File: config.mk
export PLATFORM = sky130hd
export DESIGN_NAME = sq_accum
export DESIGN_NICKNAME = d
export VERILOG_FILES = /design/src/rtl/sq_accum.sv
export SDC_FILE = /design/constraint.sdc
export NUM_CORES = 1
export LEC_CHECK = 0
export CORE_MARGIN = 2
export CORE_UTILIZATION = 56
export CTS_CLUSTER_DIAMETER = 200
export CTS_CLUSTER_SIZE = 10
export DETAILED_ROUTE_END_ITERATION = 7
export GPL_ROUTABILITY_DRIVEN = 0
export GPL_TIMING_DRIVEN = 0
export HOLD_SLACK_MARGIN = 0.02
export PLACE_DENSITY = 0.81
export RECOVER_POWER = 50
export REMOVE_ABC_BUFFERS = 1
export SYNTH_ARGS = -nofsm -noshare
export SYNTH_HDL_FRONTEND = slang
export SYNTH_SLANG_ARGS = --single-unit
File: constraint.sdc
create_clock -name clk -period 4.3 [get_ports clk]
set_input_delay 0.86 -clock clk [delete_from_list [all_inputs] [get_ports clk]]
set_output_delay 0.86 -clock clk [all_outputs]
set_load 0.05 [all_outputs]
File: src/rtl/sq_accum.sv
// Sum-of-squares frame accumulator: collects N samples from the 3-bit squarer
// and presents their registered sum over a valid/ready handshake.
module sq_accum #(
  parameter int N     = 8,
  parameter int ACC_W = 9
) (
  input  logic             clk,
  input  logic             rst,
  input  logic             clr,
  input  logic [5:0]       sq_in,
  input  logic             in_valid,
  output logic             in_ready,
  output logic [ACC_W-1:0] sum,
  output logic             out_valid,
  input  logic             out_ready,
  output logic             err
);

  localparam int CNT_W = $clog2(N);
  localparam logic [CNT_W-1:0] LAST = CNT_W'(N - 1);

  typedef enum logic {
    ACC,
    HOLD
  } state_t;

  state_t           state;
  state_t           state_nxt;
  logic [ACC_W-1:0] acc;
  logic [CNT_W-1:0] cnt;
  logic [ACC_W-1:0] sq_ext;
  logic             accept;
  logic             last;
  logic             legal;

  // Only squares of 0..7 can legally arrive from the upstream squarer.
  function automatic logic is_square(input logic [5:0] v);
    case (v)
      6'd0, 6'd1, 6'd4, 6'd9, 6'd16, 6'd25, 6'd36, 6'd49: is_square = 1'b1;
      default:                                           is_square = 1'b0;
    endcase
  endfunction

  assign sq_ext = ACC_W'(sq_in);
  assign accept = in_valid & in_ready;
  assign last   = (cnt == LAST);
  assign legal  = is_square(sq_in);

  always_ff @(posedge clk or posedge rst) begin
    if (rst) begin
      state <= ACC;
    end else begin
      state <= state_nxt;
    end
  end

  always_comb begin
    state_nxt = state;
    if (clr) begin
      state_nxt = ACC;
    end else begin
      unique case (state)
        ACC:     if (accept && last) state_nxt = HOLD;
        HOLD:    if (out_ready)      state_nxt = ACC;
        default: state_nxt = ACC;
      endcase
    end
  end

  // Handshake outputs come from the state register alone, keeping them free
  // of any combinational path from in_valid or out_ready.
  always_comb begin
    in_ready  = 1'b0;
    out_valid = 1'b0;
    unique case (state)
      ACC:     in_ready  = 1'b1;
      HOLD:    out_valid = 1'b1;
      default: in_ready  = 1'b0;
    endcase
  end

  // clr wipes the partial frame and err but deliberately leaves sum alone.
  always_ff @(posedge clk or posedge rst) begin
    if (rst) begin
      acc <= '0;
      cnt <= '0;
      sum <= '0;
      err <= 1'b0;
    end else if (clr) begin
      acc <= '0;
      cnt <= '0;
      err <= 1'b0;
    end else if (accept) begin
      if (!legal) err <= 1'b1;
      if (last) begin
        sum <= acc + sq_ext;
        acc <= '0;
        cnt <= '0;
      end else begin
        acc <= acc + sq_ext;
        cnt <= cnt + 1'b1;
      end
    end
  end

  a_no_overlap : assert property (@(posedge clk) disable iff (rst)
    !(out_valid && in_ready));

  a_sum_stable : assert property (@(posedge clk) disable iff (rst)
    (out_valid && !out_ready) |=> $stable(sum));

  a_cnt_range : assert property (@(posedge clk) disable iff (rst)
    32'(cnt) < N);

endmodule

==> key figures <==
Clock tree
  • Post-cts gate resize count: 0
  • H-Tree Level Count: 1
  • Number of setup buffers added after CTS: 0
  • CTS Sinks: 23
  • Clock network latency to the later pin of the worst-skew pair: 320 ps
  • Clock tree root buffer cell: clkbuf_4
  • CTS tree: built
  • Cts hold-fix bufs: 0
  • Longest Clk Path Bufs: 2
  • Number of buffers inserted during clock tree synthesis: 3
  • CTS clk-pin slew, worst paths: 130 ps

STA
  • Post-Route Setup TNS: 0 ps
  • Slew @ Worst Pin: ~1300 ps
  • Final-layout worst hold slack: 501.6 ps
  • Minimum period implied by the final worst setup slack: 2875 ps
  • Hold Violations, Final: 0
  • Final setup violating endpoints: 0
  • Worst clock skew: 7.429 ps
  • Setup repair after global routing missed its margin: false
  • Period utilisation layout: between 60 and 70%
  • Max transition margin: around an eighth
  • Number of slew-limit violations in the final report: 0
  • Timing-limited maximum frequency: roughly 350 MHz

Synth
  • YS warnings: 0
  • Portion of the post-synthesis area used by sequential elements: a little over two fifths
  • Number of synthesized register bits: 23
  • Synthesized cell area: 1345 um^2
  • Netlist cell types: 44
  • Avg Inst Size Synth: 9.747 um^2
  • Number of instances in the synthesized netlist: 138

Die
  • Number of placement rows: 17
  • Die span in x: 53.01 um
  • Starting density of the core: 60.22%
  • Core area: 2233 um^2
  • Die ar.: 2810 um^2
  • I/O pin count: 23
  • Die outline height: 53.01 um

Routing
  • Total met2 wirelength after detailed routing: 1446 um
  • Number of routed nets with antenna violations: 0
  • Length of the first detailed-routing pass in iterations: 4
  • 1st-iter DRT viols: 25
  • Routed length on met3: 82 um
  • M1 wire length: ~1400 um
  • Routed wirelength normalized by instance count: 16.27 um
  • Total number of vias: about 1.2k
  • Per-cell via count in the routed design: approximately 6.2
  • Final Routed Wirelength: 3042 um
  • Final routed DRC violation total: 0
  • Top Layer Used: met4

Place
  • Half-perimeter wire length of the detailed placement result: 2192 um
  • Count of input and output buffers: 22

Critical path
  • Crit path max fanout: 10
  • Required arrival time at the worst endpoint: 4570 ps
  • End of the worst register-to-register path: sum[6]
  • Crit start category: input port
  • Worst-case register-to-register setup slack: 1970 ps
  • Reg2reg path depth: 6
  • Arr. time, crit path: ~3100 ps
  • Kind of capture point of the worst setup path: flop
  • Path type of the worst setup path: input port to flop
  • Launching point of the worst reg2reg path: cnt[0]

Global route
  • GRT overflow: 0
  • Number of global-route vias before repair: 1183
  • Global-route wire length before repair: 5375 um
  • Pin count of the biggest net entering global routing: 24
  • Antenna violations before repair: 0
  • GR Util All Layers: 26.32%

Power and ir drop
  • Post-route total power: 0.0004594 W
  • Leakage dissipation: 0.7050 nW
  • Total power per unit cell area: approximately 290 nW/um^2
  • Peak supply drop: approximately 0.24 mV

Worst hold path
  • Classification of the worst-slack hold path: flop to flop
  • Source of the worst hold timing path: acc[4]
  • WHS Path Cells: 2
  • End point of the most critical hold path: acc[4]

Layout
  • # nets final: 180
  • Layout cells sized above 1: 5.031%
  • Antenna Cells: 0
  • Final-layout fill cell count: 179
  • Area growth syn-to-layout: 19.07%

Status
  • Run status: finished, final reports clean

Flow run
  • Max-cap violations: 0
[synthesized netlist by cell type (all sizes together)]
library cell / instances / area (um^2)
or3b: 1 / 8.760
nand3: 2 / 10.01
a2bb2oi: 1 / 8.760
o21bai: 2 / 15.01
nand4b: 1 / 8.760
nand2: 17 / 63.81
nand3b: 1 / 7.510
a211oi: 6 / 45.04
nor3: 3 / 15.01
xnor2: 1 / 8.760
ha: 8 / 100.1
nand4: 1 / 6.260
fa: 1 / 20.02
nand4bb: 1 / 11.26
a21oi: 4 / 20.02
or4: 2 / 15.01
a22o: 3 / 26.28
and3: 1 / 6.260
or3: 3 / 18.77
o311a: 1 / 10.01
o21a: 3 / 22.52
a31oi: 2 / 12.51
inv: 4 / 15.01
nor2: 9 / 33.78
buf: 1 / 7.510
nor4bb: 1 / 10.01
o41a: 1 / 11.26
mux2: 1 / 11.26
nor4b: 1 / 15.01
xor2: 2 / 17.52
dfrtp: 23 / 575.6
nand2b: 2 / 12.51
o211ai: 1 / 7.510
clkbuf: 4 / 16.26
a31o: 1 / 8.760
o31ai: 5 / 37.54
mux2i: 1 / 10.01
o2bb2ai: 1 / 8.760
o21ai: 10 / 50.05
or2: 1 / 6.260
o22ai: 1 / 6.260
a21o: 2 / 15.01
nor2b: 1 / 8.760
[where the power goes]
group | leakage, nW | switching [W] | internal (W)
clock | 0.0177 | 0.0000712 | 0.0000349
sequential | 0.314 | 0.00000753 | 0.000227
combinational | 0.373 | 0.0000712 | 0.0000479
total | 0.705 | 0.000150 | 0.000309
[final cells by class]
cell class	instances	area, um^2	share of cell area (%)
multi-input cells	106	728.2	45.47
flip-flops and latches	23	575.6	35.94
repair buffers	22	220.2	13.75
well taps	28	35.03	2.187
clock buffers	3	22.52	1.406
inverters	4	15.01	0.9375
clock inverters	1	5.005	0.3125
[state kept, by name (all words and copies together) (netlist names)]
name / count
cnt: 3
state: 1
err: 1
acc: 9
sum: 9
[stage by stage]
step | worst slack (ps) | util (%) | cells | instance area (um^2)
after floorplan | 1860 | - | 133 | 1321
after global placement | 1090 | 70.59 | 183 | 1577
after detailed placement | 1181 | 70.59 | 183 | 1577
after CTS | 1519 | 71.82 | 187 | 1604
after global routing | 1289 | 71.71 | 187 | 1602
final | 1425 | 71.71 | 187 | 1602
[per-layer routing]
metal / up-vias / track usage (%)
met2: 28 / 42.29
met5: - / 0
met4: 0 / 13.25
li1: 556 / -
met3: 6 / 3.390
met1: 573 / 34.66
[layout by cell type (no fill, tap or decap), types with 2 or more instances in the layout]
| cell type | instances |
|---|---|
| a31oi_1 | 2 |
| xor2_1 | 2 |
| o31ai_1 | 5 |
| dfrtp_1 | 23 |
| inv_1 | 4 |
| a21oi_1 | 4 |
| a22o_1 | 3 |
| nand2b_1 | 2 |
| o21bai_1 | 2 |
| nand2_1 | 17 |
| clkbuf_4 | 3 |
| nand3_1 | 2 |
| or4_1 | 2 |
| o21a_1 | 3 |
| or3_1 | 3 |
| clkdlybuf4s50_1 | 18 |
| nor3_1 | 3 |
| dlygate4sd3_1 | 4 |
| a21o_1 | 2 |
| nor2_1 | 9 |
| o21ai_0 | 10 |
| a211oi_1 | 6 |
| ha_1 | 8 |
[critical path, stage by stage]
cell and delay [ps]:
dlygate4sd3_1 700, nor4bb_1 1130, and3_1 280, a211oi_1 50
nand3_1 110
[logic make-up after synthesis]
| kind of cell | count (synthesis) | synth area share [%] |
|---|---|---|
| and+or+nand+nor | 48 | 19.16 |
| AOI/OAI and AO/OA | 44 | 22.70 |
| DFF | 23 | 42.79 |
| buffers and inverters | 9 | 2.883 |
| adders and majority gates | 9 | 8.931 |
| xor gates and xnor gates | 3 | 1.954 |
| muxes | 2 | 1.581 |
[worst max path at each step]
stage,from,slack [ps],endpoint,cells after the start
finish,clr,1430,sum[6],5
global route,clr,1290,sum[6],5
CTS,sq_in[0],1520,sum[6],7
detailed placement,sq_in[0],1180,sum[6],7
global placement,clr,1090,sum[6],5
floorplan,sq_in[0],1860,sum[6],6
Power figures use the tool's default switching activity.
